[config.mk]
export PLATFORM = sky130hd
export DESIGN_NAME = wb_stage
export DESIGN_NICKNAME = d
export VERILOG_FILES = /design/src/rtl/wb_stage.sv
export SDC_FILE = /design/constraint.sdc
export NUM_CORES = 1
export LEC_CHECK = 0
export ABC_CLOCK_PERIOD_IN_PS = 4850
export CORE_MARGIN = 2
export CORE_UTILIZATION = 25
export DETAILED_ROUTE_END_ITERATION = 8
export GPL_TIMING_DRIVEN = 0
export SYNTH_ARGS = -nofsm -noshare
export SYNTH_HDL_FRONTEND = slang
export SYNTH_SLANG_ARGS = --single-unit
export TNS_END_PERCENT = 1
[constraint.sdc]
create_clock -name clk -period 4.85 [get_ports clk]
set_clock_uncertainty 0.1 [all_clocks]
set_input_delay 0.485 -clock clk [delete_from_list [all_inputs] [get_ports clk]]
set_output_delay 0.485 -clock clk [all_outputs]
set_load 0.02 [all_outputs]
[src/rtl/wb_stage.sv]
// Write-back stage: latches the MEM-stage instruction, selects write data and owns HI/LO.
// Optional retire counter (retired_count) is enabled by defining WB_RETIRE_COUNT_EN.
module wb_stage #(
    parameter bit          ZERO_R0 = 1'b1,
    parameter int unsigned CNT_W   = 32
) (
    input  logic             clk,
    input  logic             rst,
    input  logic [31:0]      mem_instruction,
    input  logic             mem_valid,
    input  logic [31:0]      alu_result,
    input  logic [31:0]      mem_rdata,
    input  logic [31:0]      md_hi,
    input  logic [31:0]      md_lo,
    input  logic             md_done,
    output logic             stall,
    output logic [31:0]      WBInstruction,
    output logic [31:0]      DataOut,
    output logic             md_busy
`ifdef WB_RETIRE_COUNT_EN
    ,
    output logic [CNT_W-1:0] retired_count
`endif
);

    localparam int unsigned XLEN  = 32;
    localparam int unsigned OP_W  = 6;
    localparam int unsigned REG_W = 5;

    localparam logic [OP_W-1:0] OP_RTYPE = 6'b000000;
    localparam logic [OP_W-1:0] OP_ADDI  = 6'b001000;
    localparam logic [OP_W-1:0] OP_LW    = 6'b100011;
    localparam logic [OP_W-1:0] OP_LUI   = 6'b001111;

    localparam logic [OP_W-1:0] FN_ADD   = 6'b100000;
    localparam logic [OP_W-1:0] FN_ADDU  = 6'b100001;
    localparam logic [OP_W-1:0] FN_SUB   = 6'b100010;
    localparam logic [OP_W-1:0] FN_SUBU  = 6'b100011;
    localparam logic [OP_W-1:0] FN_XOR   = 6'b100110;
    localparam logic [OP_W-1:0] FN_MULT  = 6'b011000;
    localparam logic [OP_W-1:0] FN_MULTU = 6'b011001;
    localparam logic [OP_W-1:0] FN_DIV   = 6'b011010;
    localparam logic [OP_W-1:0] FN_DIVU  = 6'b011011;
    localparam logic [OP_W-1:0] FN_MFHI  = 6'b010000;
    localparam logic [OP_W-1:0] FN_MFLO  = 6'b010010;

    typedef enum logic {
        S_IDLE = 1'b0,
        S_BUSY = 1'b1
    } state_e;

    state_e            state_q, state_d;
    logic [XLEN-1:0]   hi_q, hi_d;
    logic [XLEN-1:0]   lo_q, lo_d;
    logic [XLEN-1:0]   wb_instr_q, wb_instr_d;
    logic [XLEN-1:0]   data_q, data_d;
    logic              md_busy_q, md_busy_d;

    logic [OP_W-1:0]   opcode;
    logic [OP_W-1:0]   funct;
    logic [REG_W-1:0]  rt;
    logic [REG_W-1:0]  rd;
    logic              is_r;
    logic              is_alu_r;
    logic              is_md;
    logic              is_mfhi;
    logic              is_mflo;
    logic              is_addi;
    logic              is_lw;
    logic              is_lui;
    logic              dest_zero;
    logic              suppress;
    logic              accept;
    logic              emit;
    logic              md_fill;
    logic [XLEN-1:0]   hi_eff;
    logic [XLEN-1:0]   lo_eff;
    logic [XLEN-1:0]   sel_data;

    // Instruction decode of the MEM-stage word
    always_comb begin
        opcode   = mem_instruction[31:26];
        funct    = mem_instruction[5:0];
        rt       = mem_instruction[20:16];
        rd       = mem_instruction[15:11];
        is_r     = (opcode == OP_RTYPE);
        is_alu_r = is_r && (funct inside {FN_ADD, FN_ADDU, FN_SUB, FN_SUBU, FN_XOR});
        is_md    = is_r && (funct inside {FN_MULT, FN_MULTU, FN_DIV, FN_DIVU});
        is_mfhi  = is_r && (funct == FN_MFHI);
        is_mflo  = is_r && (funct == FN_MFLO);
        is_addi  = (opcode == OP_ADDI);
        is_lw    = (opcode == OP_LW);
        is_lui   = (opcode == OP_LUI);
    end

    // Stall depends only on state, md_done and the instruction class
    assign stall   = (state_q == S_BUSY) && !md_done && mem_valid
                     && (is_md || is_mfhi || is_mflo);
    assign accept  = mem_valid && !stall;
    assign md_fill = (state_q == S_BUSY) && md_done;

    // A completing mult/div is forwarded to a same-cycle mfhi/mflo
    assign hi_eff = md_fill ? md_hi : hi_q;
    assign lo_eff = md_fill ? md_lo : lo_q;

    // Write data select
    always_comb begin
        sel_data = '0;
        if (is_alu_r || is_addi) begin
            sel_data = alu_result;
        end else if (is_lw) begin
            sel_data = mem_rdata;
        end else if (is_lui) begin
            sel_data = {mem_instruction[15:0], 16'h0000};
        end else if (is_mfhi) begin
            sel_data = hi_eff;
        end else if (is_mflo) begin
            sel_data = lo_eff;
        end
    end

    // Destination is rd for R-type writers, rt for I-type writers
    always_comb begin
        dest_zero = 1'b0;
        if (is_alu_r || is_mfhi || is_mflo) begin
            dest_zero = (rd == '0);
        end else if (is_addi || is_lw || is_lui) begin
            dest_zero = (rt == '0);
        end
    end

    assign suppress = ZERO_R0 && dest_zero;
    assign emit     = accept && !suppress;

    // Next-state: FSM, HI/LO fill and write-back pipeline register
    always_comb begin
        state_d    = state_q;
        hi_d       = hi_q;
        lo_d       = lo_q;
        wb_instr_d = '0;
        data_d     = '0;

        if (md_fill) begin
            hi_d    = md_hi;
            lo_d    = md_lo;
            state_d = S_IDLE;
        end
        if (accept && is_md) begin
            state_d = S_BUSY;
        end
        if (emit) begin
            wb_instr_d = mem_instruction;
            data_d     = sel_data;
        end
        md_busy_d = (state_d == S_BUSY);
    end

    always_ff @(posedge clk) begin
        if (rst) begin
            state_q    <= S_IDLE;
            hi_q       <= '0;
            lo_q       <= '0;
            wb_instr_q <= '0;
            data_q     <= '0;
            md_busy_q  <= 1'b0;
        end else begin
            state_q    <= state_d;
            hi_q       <= hi_d;
            lo_q       <= lo_d;
            wb_instr_q <= wb_instr_d;
            data_q     <= data_d;
            md_busy_q  <= md_busy_d;
        end
    end

    assign WBInstruction = wb_instr_q;
    assign DataOut       = data_q;
    assign md_busy       = md_busy_q;

`ifdef WB_RETIRE_COUNT_EN
    logic [CNT_W-1:0] retired_q, retired_d;

    // Counts emitted (non-bubble) write-backs, wrapping naturally
    always_comb begin
        retired_d = retired_q;
        if (emit) begin
            retired_d = retired_q + CNT_W'(1);
        end
    end

    always_ff @(posedge clk) begin
        if (rst) begin
            retired_q <= '0;
        end else begin
            retired_q <= retired_d;
        end
    end

    assign retired_count = retired_q;

    logic unused_bits;
    assign unused_bits = ^{mem_instruction[25:21], mem_instruction[10:6]};
`else
    logic unused_bits;
    assign unused_bits = ^{mem_instruction[25:21], mem_instruction[10:6], 32'(CNT_W)};
`endif

endmodule

### Word level (Yosys, flattened, before mapping)

Cells that the tools add are included.

* output and inout bits: 66
* logic and storage cells: 59
* bits in registers: 129
* input port bits: 164

* reductions and logical operators: 28
* muxes and demuxes: 11
* bitwise gates (word level): 1
* equality and inequality tests: 14

Operator list (number)
* two-way mux 32 bit: 7
* == test 6 x 5 -> 1 bit, second input constant: 6
* == test 6 bit, second input constant: 6
* == test 6 x 4 -> 1 bit, second input constant: 2
* logical AND 1 bit: 11
* logical NOT 5 bit: 2
* logical OR 1 bit: 7
* logical NOT 6 bit: 1
* nonzero test 5 bit: 1
* two-way mux 1 bit: 4
* nonzero test 4 bit: 1
* logical NOT 1 bit: 3
* nonzero test 2 bit: 1
* OR reduction 2 bit: 1
* inverter 1 bit: 1

### Longest topological paths before layout

Gate-level depths: netlist of the first run.

* depth in word-level cells: 11
* depth in mapped cells: 8
* depth with buffers taken out: 5

### Worst setup path after synthesis of the first run

OpenSTA, ideal clock, no wires.

* path type: input -> register
* start point: input port mem_instruction[26]
* end point: register wb_instr_q[1] (netlist: WBInstruction[1])
* arrival: 1.937 ns
* data required time: 4.635 ns
* path slack: 2.698 ns
* stages on the path: 6
* library setup time: 0.115 ns
* path buffers: 1
* cells stage by stage: nor3_1 nand4_1 nor2_1 and3b_1 buf_2 and2_1

* longest elaborated chain between the ends: 10
* elaborated cells between the ends (all ways): 23
* classes of those cells: 3 x eq/ne; 2 x mux; 1 x bitwise; 17 x reduce/logical

Ends and longest elaborated chain
* start: declaration: RTL line 9 `input logic [31:0] mem_instruction,`
* logical NOT 6 bit *: RTL line 86 `is_r = (opcode == OP_RTYPE);`
* logical AND 1 bit, on equally long branches: RTL line 88, 89
* logical OR 1 bit: RTL line 98 `&& (is_md || is_mfhi || is_mflo);`
* logical OR 1 bit *: RTL line 98
* logical AND 1 bit *: RTL line 98
* net stall: RTL line 16 `output logic stall,`
* logical NOT 1 bit *: RTL line 99 `assign accept = mem_valid && !stall;`
* logical AND 1 bit *: RTL line 99
* logical AND 1 bit *: RTL line 133 `assign emit = accept && !suppress;`
* inverter 1 bit (no line) *
* OR reduction 2 bit (no line) *
* end signal: assignment: RTL line 170 `wb_instr_q <= wb_instr_d;`
* end: declaration: RTL line 55 `logic [XLEN-1:0] wb_instr_q, wb_instr_d;`

Mark *: on every way through the listed nets, which the timed path passes. The rest lies on a longest branch.
A chain may end at the register's enable or synchronous reset.

### Worst setup path after layout of the first run

* start point: input port mem_instruction[26]
* end point: output port stall

* longest elaborated chain between the ends: 5
* elaborated cells between the ends (all ways): 7
* classes of those cells: 7 x reduce/logical

Ends and longest elaborated chain (RTL line)
* logical NOT 6 bit *: 86
* logical AND 1 bit, on equally long branches: 88, 89
* logical OR 1 bit: 98
* logical OR 1 bit *: 98
* logical AND 1 bit *: 98
* end: declaration: 16

Every way passes the cells marked *; elsewhere a longest branch is shown, timed or not.

==> impl_metrics.json, run 1 <==
{
  "drt-pass1-iter-count": 4,
  "fin_ws_ns": 1.59,
  "cts_inserted_buffers": 17,
  "cts_sinks": 129,
  "fin_cells": 1024,
  "clkTransAtPathRegs_ns": 0.05,
  "power_mw": 2.78,
  "ys_seq_elements": 129,
  "hp-class": "input port to flop",
  "initial_core_util": 0.253,
  "hold_viol": 0,
  "clk_latency_ns": 0.41,
  "num_vias": 4501,
  "post-cts-setup-buffers": 0,
  "dpl.hpwl_um": 13300,
  "wl_per_cell_um": 17.1,
  "cts_root_buf": "clkbuf_16",
  "chipWidth_um": 147,
  "end_kind": "primary output",
  "fin_tns_setup_ns": 0,
  "crit_chain": "clkdlybuf4s50_1 -> nor3_1 -> nand4_1 -> nor2_1 -> clkdlybuf4s50_1",
  "die_y_um": 147,
  "status": "finished clean",
  "ys_seq_area_frac": 0.507,
  "n_antenna_cell": 0,
  "crit_fanout": 7,
  "ys_types": 37,
  "ys_warn_count": 0,
  "syn_avg_cell_area_um2": 10.3,
  "cellLeakagePower_nw": 3.54,
  "routed_wirelength_um": 17500,
  "drv_cap": 0,
  "utilization": 0.415,
  "dp_cells": 992,
  "first_iter_violations": 188,
  "fp.dieArea_um2": 21500,
  "drive_gt1_frac": 0.0902,
  "cp.required_ns": 4.26,
  "grt_pass1_wl_um": 27000,
  "start_kind": "input port",
  "wl_met1_um": 7970,
  "synth-main-ff-cell": "dfxtp_1",
  "grt_usage": 0.166,
  "htreeDepth": 4,
  "port_buffers": 227,
  "final_antenna_net_count": 0,
  "timing.fmax_ghz": 0.307,
  "post_synth_instance_area_um2": 5090,
  "maxSlewViolCount": 0,
  "ios": 230,
  "tritoncts": "done",
  "holdBufCountCts": 0,
  "syn_inst": 495,
  "worst_pin_slew_ns": 0.931,
  "antenna_found_initial": 0,
  "top_layer_used": "met4",
  "core_um2": 20100,
  "crit_top_cell": "clkdlybuf4s50_1",
  "grt_max_degree": 17,
  "gp_congestion": 0.754,
  "synth_nets": 659,
  "synth-edff-count": 0,
  "wl_met3_um": 1070,
  "rsz0062_at_grt": "no",
  "placed_cell_area_um2": 7700,
  "min_period_over_period": 0.672,
  "p_per_area_nw_per_um2": 333,
  "clk_path_buf_depth": 2,
  "slew_headroom": 0.379,
  "ys_async_sr_fraction": 0,
  "drt-vias-per-instance": 4.40,
  "crit_type": "input port to primary output",
  "rows": 52,
  "post_cts_resized": 0,
  "fin_nets": 905,
  "route.met2.wl_um": 8140,
  "grt_pass1_vias": 4574,
  "period_minus_slack_ns": 3.26,
  "crit_path_top_delay_cell": "clkdlybuf4s50_1",
  "syn2layout_area_growth_pct": 63.9,
  "grt_overflow": 0,
  "route.detailed.drc": 0,
  "peakVddDrop_uv": 216,
  "pre_cts_ws_ns": 1.59,
  "worstPathArrival_ns": 2.67,
  "setup_violations": 0,
  "whs_ns": 0.277,
  "cp_slowest_stage_delay_ns": 0.66,
  "design_area_um2": 8340
}
[metal layers]
| metal | GRT usage | vias up |
|---|---|---|
| met4 | 0.0587 | 0 |
| met1 | 0.214 | 2070 |
| li1 | - | 2252 |
| met2 | 0.268 | 156 |
| met5 | 0 | - |
| met3 | 0.0460 | 23 |
[Yosys cell counts (3+ instances only)]
library cell	instances	area, um^2
a21oi_1	19	95.1
and2_1	32	200
dfxtp_1	129	2580
a221oi_1	15	131
clkbuf_1	14	52.6
mux2i_1	95	951
nand2_1	20	75.1
nor3_1	3	15.0
nand2b_1	3	18.8
nor2_1	71	267
nor2b_1	3	18.8
a22oi_1	16	120
o22ai_1	16	100
buf_2	15	75.1
nor3_2	13	130
[report_power, final]
group / internal [mW] / total (mW) / leakage [nW] / switching (mW)
clock network: 0.909 / 1.40 / 0.312 / 0.493
logic: 0.177 / 0.290 / 2.18 / 0.114
registers: 1.08 / 1.08 / 1.05 / 0.00480
total: 2.17 / 2.78 / 3.54 / 0.611
[area by class of cell]
cell class	count	area [um^2]
inverter	2	7.51
fill	1958	11800
multi-input combinational	329	2330
tap	270	338
clock buffer	17	425
clock inverter	15	216
buffer	35	173
timing repair buffer	227	2270
sequential	129	2580
[worst max-delay path: cells and delay by family]
kind,cells,cell delay [ns]
and+or+nand+nor,3,1.06
buffers and inverters,2,1.12
[logic make-up (layout without fill, tap and decap cells)]
group / count (synthesis) / count (layout) / share of synthesized area
multiplexers: 95 / 95 / 0.187
AO/OA/AOI/OAI: 77 / 77 / 0.108
AND/OR/NAND/NOR: 157 / 157 / 0.163
buffers and inverters: 37 / 296 / 0.0354
flip-flops: 129 / 129 / 0.507
[state kept, by name, indices dropped and copies added (netlist names)]
name / cells
DataOut: 32
WBInstruction: 32
hi_q: 32
lo_q: 32
md_busy: 1
[worst paths after layout]
path | cells after the start | start | slack, ns | endpoint
worst max-delay path | 5 | mem_instruction[26] | 1.59 | stall
worst min-delay path | 2 | mem_instruction[29] | 0.28 | WBInstruction[29]
worst max register to register | 6 | md_busy | 2.64 | DataOut[26]
worst min register to register | 2 | hi_q[8] | 0.39 | hi_q[8]
[cell usage in the layout (no fill, tap or decap), types with 2 or more instances in the layout]
cell / synthesis / layout
o211ai_1: 2 / 2
buf_4: 2 / 2
a221oi_1: 15 / 15
mux2i_1: 95 / 95
clkbuf_16: 0 / 17
nor3_2: 13 / 13
clkdlybuf4s50_1: 0 / 227
dfxtp_1: 129 / 129
clkinv_2: 0 / 5
nor2_1: 71 / 71
clkinv_4: 0 / 3
bufinv_16: 0 / 5
clkbuf_1: 14 / 14
nand2b_1: 3 / 3
and3_1: 2 / 2
nor2b_1: 3 / 3
o21ai_0: 2 / 2
a22oi_1: 16 / 16
nor3_1: 3 / 3
or4_1: 2 / 2
clkinvlp_4: 0 / 2
nand2_1: 20 / 20
a211oi_1: 2 / 2
o22ai_1: 16 / 16
buf_2: 15 / 15
inv_1: 2 / 2
buf_6: 2 / 2
and2_1: 32 / 32
buf_1: 2 / 2
a21oi_1: 19 / 19
(Power assumes the default switching activity.)
==> inputs of run 2 (changes only) <==
--- a/config.mk
+++ b/config.mk
@@ -5,7 +5,7 @@
 export SDC_FILE = /design/constraint.sdc
 export NUM_CORES = 1
 export LEC_CHECK = 0
-export ABC_CLOCK_PERIOD_IN_PS = 4850
+export ABC_CLOCK_PERIOD_IN_PS = 3000
 export CORE_MARGIN = 2
 export CORE_UTILIZATION = 25
 export DETAILED_ROUTE_END_ITERATION = 8
==> constraint.sdc (replaced) <==
create_clock -name clk -period 3 [get_ports clk]
set_clock_uncertainty 0.1 [all_clocks]
set_input_delay 0.3 -clock clk [delete_from_list [all_inputs] [get_ports clk]]
set_output_delay 0.3 -clock clk [all_outputs]
set_load 0.02 [all_outputs]
==> run 2 against run 1 <==
Effect of this change:
- clock power rose by 61%
- total power rose by 62%
- sequential power rose by 62%
- cell count did not move
- sequential share of layout area barely moved
- highest routed layer unchanged
- clock-buffer cell count did not move
- largest cell class unchanged
- critical path type unchanged
- via count fell by 0.11%
- largest power group unchanged
- core utilization barely moved
- combinational power rose by 62%
- final area barely moved
- non-clock buffer count did not move
==> impl_metrics.json, run 2 (same netlist as run 1, synthesis figures left out) <==
{
  "syn2layout_area_growth_pct": 64.0,
  "peakVddDrop_uv": 347,
  "fin_nets": 905,
  "cp.required_ns": 2.60,
  "wl_per_cell_um": 17.1,
  "drt-vias-per-instance": 4.39,
  "num_vias": 4496,
  "cp_slowest_stage_delay_ns": 0.66,
  "layout_commonest_cell": "clkdlybuf4s50_1",
  "first_iter_violations": 182,
  "antenna_found_initial": 0,
  "fill_cells": 1958,
  "grt_pass1_wl_um": 27000,
  "worst_pin_slew_ns": 0.935,
  "initial_core_util": 0.253,
  "grt_pass1_vias": 4574,
  "multiInputGateArea_um2": 2330,
  "crit_type": "input port to primary output",
  "setup_violations": 0,
  "layout_common_cells": "clkdlybuf4s50_1 (227), dfxtp_1 (129), mux2i_1 (95)",
  "routed_wirelength_um": 17500,
  "design_area_um2": 8350,
  "clk_path_buf_depth": 2,
  "crit_chain": "clkdlybuf4s50_1 -> nor2_1 -> nand4_1 -> nor2_1 -> clkdlybuf4s50_1",
  "chipWidth_um": 147,
  "end_kind": "primary output",
  "clkTransAtPathRegs_ns": 0.05,
  "crit_fanout": 9,
  "tritoncts": "done",
  "cts_inserted_buffers": 17,
  "p_per_area_nw_per_um2": 537,
  "whs_ns": 0.0910,
  "regArea_um2": 2580,
  "cts_sinks": 129,
  "dpl.hpwl_um": 13300,
  "die_y_um": 147,
  "route.detailed.drc": 0,
  "worstPathArrival_ns": 2.24,
  "power_mw": 4.48,
  "htreeDepth": 4,
  "status": "finished clean",
  "period_minus_slack_ns": 2.64,
  "drt-pass1-iter-count": 4,
  "gp_congestion": 0.754,
  "min_period_over_period": 0.879,
  "core_um2": 20100,
  "grt_overflow": 0,
  "port_buffers": 227,
  "clk_latency_ns": 0.41,
  "cellLeakagePower_nw": 3.54,
  "rsz0062_at_grt": "no",
  "fp.dieArea_um2": 21500,
  "start_kind": "input port",
  "rows": 52,
  "hold_viol": 0,
  "ios": 230,
  "maxSlewViolCount": 0,
  "hp-class": "input port to flop",
  "cts_root_buf": "clkbuf_16",
  "crit_path_top_delay_cell": "clkdlybuf4s50_1",
  "n_antenna_cell": 0,
  "slew_headroom": 0.376,
  "grt_max_degree": 17,
  "final_antenna_net_count": 0,
  "post-cts-setup-buffers": 0,
  "drv_cap": 0,
  "timing.fmax_ghz": 0.379,
  "drive_gt1_frac": 0.0915,
  "placed_cell_area_um2": 7700,
  "grt_usage": 0.166
}
run 2: cell types whose count changed in the layout (fill, tap and decap cells not counted):
cell | before | now
nor3_1 | 3 | 2
nor3_2 | 13 | 14
run 2: final cells by class:
type / instances / share of cell area
Buffer: 35 / 0.0207
Clock buffer: 17 / 0.0510
Clock inverter: 15 / 0.0259
Inverter: 2 / 0.000899
Multi-Input combinational cell: 329 / 0.280
Sequential cell: 129 / 0.309
Tap cell: 270 / 0.0405
Timing Repair Buffer: 227 / 0.272
run 2: worst paths after layout:
check | slack, ns | start | cells past startpoint | to
worst min-delay path | 0.09 | mem_instruction[29] | 2 | WBInstruction[29]
worst min register to register | 0.39 | hi_q[8] | 2 | hi_q[8]
worst max-delay path | 0.36 | mem_instruction[30] | 5 | stall
worst max register to register | 0.79 | md_busy | 6 | DataOut[26]
run 2: per-stage QoR:
step	std cells	TNS (ns)	worst slack, ns	util
floorplan	495	0	1.03	-
global placement	992	-0.0356	-0.0356	0.383
detailed placement	992	-0.0982	-0.0784	0.383
CTS	1024	0	0.115	0.415
global route	1024	0	0.185	0.415
finish	1024	0	0.362	0.415
run 2: worst max-delay path: cells and delay by family:
family,cells,cell delay [ns]
buffers and inverters,2,1.12
AND/OR/NAND/NOR,3,0.81
run 2: routing by layer:
layer,up-vias,global-route usage,part of all wire
li1,2252,-,-
met3,19,0.0460,0.062
met2,162,0.268,0.47
met4,0,0.0587,0.017
met5,-,0,0
met1,2063,0.214,0.45
run 2: report_power, final:
group / total, mW / leakage (nW) / internal, mW / switching (mW)
registers: 1.75 / 1.05 / 1.75 / 0.00777
clock network: 2.26 / 0.312 / 1.47 / 0.792
logic: 0.469 / 2.18 / 0.286 / 0.184
total: 4.48 / 3.54 / 3.50 / 0.983
run 2: repair_timing:
item | in CTS | in global routing
setup endpoints to repair | 0 | 1
gates resized for setup | 0 | 1
hold buffers | 0 | 0
